## src/rtl/jt12_sh_tap.sv

```systemverilog
// Slot tap for time-multiplexed delay-line streams: tracks slot position, captures one slot on request.
// Optional macro JT12_SH_TAP_TIMEOUT_EN aborts a pending request after 2*stages stream advances.
module jt12_sh_tap #(
    parameter int   width  = 5,
    parameter int   stages = 32,
    parameter int   slot_w = 5,
    parameter logic rstval = 1'b0
) (
    input  logic              rst,
    input  logic              clk,
    input  logic              clk_en,
    input  logic              zero,
    input  logic [width-1:0]  din,
    input  logic              rd_req,
    input  logic [slot_w-1:0] rd_slot,
    output logic              rd_ack,
    output logic [width-1:0]  rd_data,
    output logic              rd_err,
    output logic              rd_busy,
    output logic              locked,
    output logic              desync
);

    localparam logic [0:0] ST_IDLE = 1'b0;
    localparam logic [0:0] ST_WAIT = 1'b1;

    localparam logic [slot_w-1:0] LAST_SLOT = slot_w'(stages - 1);
    localparam logic [slot_w:0]   NUM_SLOTS = (slot_w + 1)'(stages);

`ifdef JT12_SH_TAP_TIMEOUT_EN
    localparam logic [7:0] TMO_LAST = 8'(2 * stages - 1);
    logic [7:0]        tmo_q, tmo_d;
`endif

    logic [0:0]        state_q, state_d;
    logic [slot_w-1:0] cnt_q, cnt_d;
    logic [slot_w-1:0] slot_q, slot_d;
    logic              locked_q, locked_d;
    logic              rd_ack_q, rd_ack_d;
    logic              rd_err_q, rd_err_d;
    logic              desync_q, desync_d;
    logic [width-1:0]  rd_data_q, rd_data_d;

    logic [slot_w-1:0] cur_slot;
    logic              lock_ok;
    logic              hit;
    logic              slot_ok;

    always_comb begin
        cur_slot = zero ? '0 : cnt_q;
        lock_ok  = locked_q | zero;
        hit      = clk_en & lock_ok & (cur_slot == slot_q);
        slot_ok  = ({1'b0, rd_slot} < NUM_SLOTS);
    end

    // Stream-side tracking: a zero marker always re-anchors the counter.
    always_comb begin
        cnt_d    = cnt_q;
        locked_d = locked_q;
        desync_d = 1'b0;
        if (clk_en) begin
            cnt_d = (cur_slot == LAST_SLOT) ? '0 : cur_slot + 1'b1;
            if (zero) begin
                locked_d = 1'b1;
                desync_d = locked_q & (cnt_q != '0);
            end
        end
    end

    always_comb begin
        state_d   = state_q;
        slot_d    = slot_q;
        rd_data_d = rd_data_q;
        rd_ack_d  = 1'b0;
        rd_err_d  = 1'b0;
`ifdef JT12_SH_TAP_TIMEOUT_EN
        tmo_d     = tmo_q;
`endif
        unique case (state_q)
            ST_IDLE: begin
                if (rd_req) begin
                    if (slot_ok) begin
                        slot_d  = rd_slot;
                        state_d = ST_WAIT;
`ifdef JT12_SH_TAP_TIMEOUT_EN
                        tmo_d   = '0;
`endif
                    end else begin
                        rd_ack_d = 1'b1;
                        rd_err_d = 1'b1;
                    end
                end
            end
            ST_WAIT: begin
                if (hit) begin
                    rd_data_d = din;
                    rd_ack_d  = 1'b1;
                    state_d   = ST_IDLE;
                end
`ifdef JT12_SH_TAP_TIMEOUT_EN
                else if (clk_en) begin
                    if (tmo_q == TMO_LAST) begin
                        rd_ack_d = 1'b1;
                        rd_err_d = 1'b1;
                        state_d  = ST_IDLE;
                    end else begin
                        tmo_d = tmo_q + 8'd1;
                    end
                end
`endif
            end
            default: state_d = ST_IDLE;
        endcase
    end

    always_ff @(posedge clk) begin
        if (rst) begin
            state_q   <= ST_IDLE;
            cnt_q     <= '0;
            slot_q    <= '0;
            locked_q  <= 1'b0;
            rd_ack_q  <= 1'b0;
            rd_err_q  <= 1'b0;
            desync_q  <= 1'b0;
            rd_data_q <= {width{rstval}};
`ifdef JT12_SH_TAP_TIMEOUT_EN
            tmo_q     <= '0;
`endif
        end else begin
            state_q   <= state_d;
            cnt_q     <= cnt_d;
            slot_q    <= slot_d;
            locked_q  <= locked_d;
            rd_ack_q  <= rd_ack_d;
            rd_err_q  <= rd_err_d;
            desync_q  <= desync_d;
            rd_data_q <= rd_data_d;
`ifdef JT12_SH_TAP_TIMEOUT_EN
            tmo_q     <= tmo_d;
`endif
        end
    end

    assign rd_ack  = rd_ack_q;
    assign rd_err  = rd_err_q;
    assign rd_data = rd_data_q;
    assign rd_busy = (state_q == ST_WAIT);
    assign locked  = locked_q;
    assign desync  = desync_q;

endmodule
```

## config.mk

```make
export PLATFORM = sky130hd
export DESIGN_NAME = jt12_sh_tap
export DESIGN_NICKNAME = d
export VERILOG_FILES = /design/src/rtl/jt12_sh_tap.sv
export SDC_FILE = /design/constraint.sdc
export NUM_CORES = 1
export LEC_CHECK = 0
export BUFFER_PORTS_ARGS = -buffer_cell sky130_fd_sc_hd__buf_2
export CAP_MARGIN = 0
export CORE_MARGIN = 2
export CORE_UTILIZATION = 35
export DETAILED_ROUTE_END_ITERATION = 10
export GPL_TIMING_DRIVEN = 0
export PLACE_DENSITY = 0.55
export SLEW_MARGIN = 25
export SYNTH_ARGS = -nofsm -noshare
export SYNTH_HDL_FRONTEND = slang
export SYNTH_SLANG_ARGS = --single-unit
export TNS_END_PERCENT = 1
```

## constraint.sdc

```tcl
create_clock -name clk -period 2.2 [get_ports clk]
set_input_delay 0.66 -clock clk [delete_from_list [all_inputs] [get_ports clk]]
set_output_delay 0.66 -clock clk [all_outputs]
set_load 0.01 [all_outputs]
```

==> results.md <==
* Met3 WL post-DR at 52 µm
* Max Freq at 509.7 MHz
* Reg2reg start: cnt_q[0]$_SDFFE_PP0P_
* Proportion of power drawn by the clock network at 27.8%
* Gp weighted congestion at 0.7390
* I/O pins at 25
* Number of H-tree levels at 1
* ANT cells at 0
* Outcome: complete, no violations
* Commonest non-fill, non-tap cell in the layout: buf_2
* Die height at 55.50 µm
* Most frequent cells in the layout: 24 x buf_2, 19 x dfxtp_1, 15 x nor2_1
* DRT Pass-1 Iters at 5
* Startpoint Class: input port
* Core Region at 0.002500 mm²
* Pwr Total at 635.4 µW
* Hold Vio Cnt, Final at 0
* Metal1 wirelength at 896 µm
* Sw Pwr at 165.3 µW
* CTS tree: done
* Layout cells sized above 1 at 25.98%
* Crit Path Category: input port to flop
* Cell Rows at 18
* Final HPWL DP at 1400 µm
* Ys Warns at 0
* Vias post-DR at 772
* GR Util All Layers at 13.51%
* Number of remaining DRC errors at 0
* Worst-case clock buffer depth at 2
* Top_reg_cell synth: dfxtp_1
* Initial Utilization at 37.14%
* Final Cell Area at 0.001104 mm²
* Pins Over Slew Limit at 0
* Sw Ratio at 26.01%
* Tcrit/Tclk final at 89.18%
* First-pass GRT wire length at 3325 µm
* Reg power frac at 58.1%
* Setup crit end kind: flop
* Synthesized flop and latch total at 19
* Wire per inst at 11.87 µm
* Maxcap violations at 0
* Hold_buf cts at 0
* Cell Pwr Density at 575.8 mW/mm²
* Setup Skew at 0.006500 ns
* Root Buffer Master: clkbuf_4
* Largest net degree at the start of global routing at 12
* Cell variety after synth at 33
* Cells after synthesis at 101
* Post-CTS Setup Repair Bufs at 0
* Initial antenna violation count at 0
* Post-synth EDFFs at 0
* Die area at 0.003080 mm²
* Vias/cell at 4.917
* Asr flop ratio synth at 0%
* Number of routed nets with antenna violations at 0
* RSZ-0062 raised after global routing: no
* IO Port Bufs at 22
* Placed Area at 0.001076 mm²
* CP Max Fanout at 10
* Min-delay src: rd_data[2]$_SDFFE_PP0P_
* Routed WL at 1863 µm
* Non-filler cells in the finished layout at 157
* Chip width at 55.50 µm
* Worst Path Required at 2.43 ns
* # resized after CTS at 0
* Met2 Wirelength at 897 µm
* Crit path launch: zero
* Syn nets at 118
* Peak VDD IR at 0.0004042 V
* Sequential share of the synthesized area at 40.97%
* DP Cell Count at 153
* Reg clk slew, reported paths at 0.11 ns
* Cell area after synthesis at 928.4 µm²
* # clock sinks at 19
* Vias in the first global route at 736
* LEAKAGE at 0.0004626 µW
* Gr ovfl total at 0
* Area growth syn-to-layout at 18.87%
* Gate power share at 14.0%
* Tmin final at 1.962 ns
* Crit path arrival time at 2.19 ns
* Worst Hold Class: flop to flop
* Internal Pwr Total at 470.1 µW
* # nets final at 145
* Iteration-0 DRC Markers at 6
* Clock Latency Late Sink at 0.30 ns
* DR top layer: met4
* R2r setup slk at 0.41 ns
* Endpoints failing setup at 0
* Total CTS buffers at 3
* Mean Syn Cell Area at 9.192 µm²
-- per-layer routing --
| metal | vias up | global-route usage [%] |
|---|---|---|
| li1 | 397 | - |
| met1 | 362 | 17.75 |
| met2 | 11 | 21.09 |
| met3 | 2 | 4.918 |
| met4 | 0 | 3.136 |
| met5 | - | 0 |
-- final timing paths --
kind,endpoint,cells after the start
worst max-delay path,cnt_q[3]$_SDFFE_PP0P_,9
worst max register to register,cnt_q[3]$_SDFFE_PP0P_,7
worst min register to register,rd_data[2]$_SDFFE_PP0P_,2
worst min-delay path,rd_data[2]$_SDFFE_PP0P_,2
-- flip-flops by register name, summed over array words and instances, names as in the netlist --
signal	count
cnt_q	5
slot_q	5
desync	1
rd_busy	1
rd_ack	1
locked	1
rd_data	5
-- synth_stat cells, types with 2 or more instances --
| library cell | n | share of area [%] |
|---|---|---|
| buf_2 | 2 | 1.1 |
| ha_1 | 2 | 2.7 |
| dfxtp_1 | 19 | 41 |
| nand2b_1 | 12 | 8.1 |
| nand2_1 | 2 | 0.81 |
| clkbuf_1 | 3 | 1.2 |
| nor2b_1 | 3 | 2.0 |
| inv_1 | 2 | 0.81 |
| nor2_1 | 15 | 6.1 |
| a21oi_1 | 4 | 2.2 |
| nor3_1 | 2 | 1.1 |
| o21ai_0 | 3 | 1.6 |
| mux2i_1 | 12 | 13 |
-- power groups by stage --
stage          clock network [µW]  logic [µW]  registers (µW)
6_report                      177        89.1             369
5_1_grt                       201         101             372
4_1_cts                       184        90.3             370
3_5_place_dp                    0        89.8             377
3_3_place_gp                    0        88.1             377
2_1_floorplan                   0        59.4             377
-- cells by family after synthesis --
| logic type | count (synthesis) | synth area share (%) |
|---|---|---|
| compound gates | 11 | 7.278 |
| xor+xnor | 2 | 2.696 |
| fa+ha+maj | 2 | 2.695 |
| buf+inv | 9 | 4.313 |
| flops | 19 | 40.97 |
| mux | 13 | 14.15 |
| other cells | 1 | 0.4039 |
| simple gates | 44 | 27.49 |
-- critical path, cell delays in order --
cell and delay, ns:
buf_2 0.09, buf_2 0.19, nor2b_1 0.07, ha_1 0.21, nand2_1 0.09, nor2_1 0.04, ha_1 0.21, or4_1 0.47
a21oi_1 0.15
-- final cells by class --
| type | instances | area [µm²] |
|---|---|---|
| fillers | 268 | 1396 |
| multi-input cells | 73 | 508.0 |
| flip-flops and latches | 19 | 380.4 |
| repair buffers | 22 | 110.1 |
| well taps | 30 | 37.54 |
| plain buffers | 6 | 28.78 |
| clock buffers | 3 | 22.52 |
| inverters | 3 | 11.26 |
| clock inverters | 1 | 5.005 |
-- stage by stage --
stage / TNS [ns] / setup WS (ns) / hold WS, ns / util (%)
floorplan: 0 / 0.1870 / 0.4675 / -
global placement: -0.02855 / -0.02855 / 0.4574 / 43.04
detailed placement: -0.04293 / -0.04293 / 0.4625 / 43.04
CTS: 0 / 0.2636 / 0.4838 / 44.14
global route: 0 / 0.1957 / 0.5046 / 44.14
finish: 0 / 0.2381 / 0.4788 / 44.14
Power figures use the tool's default switching activity.
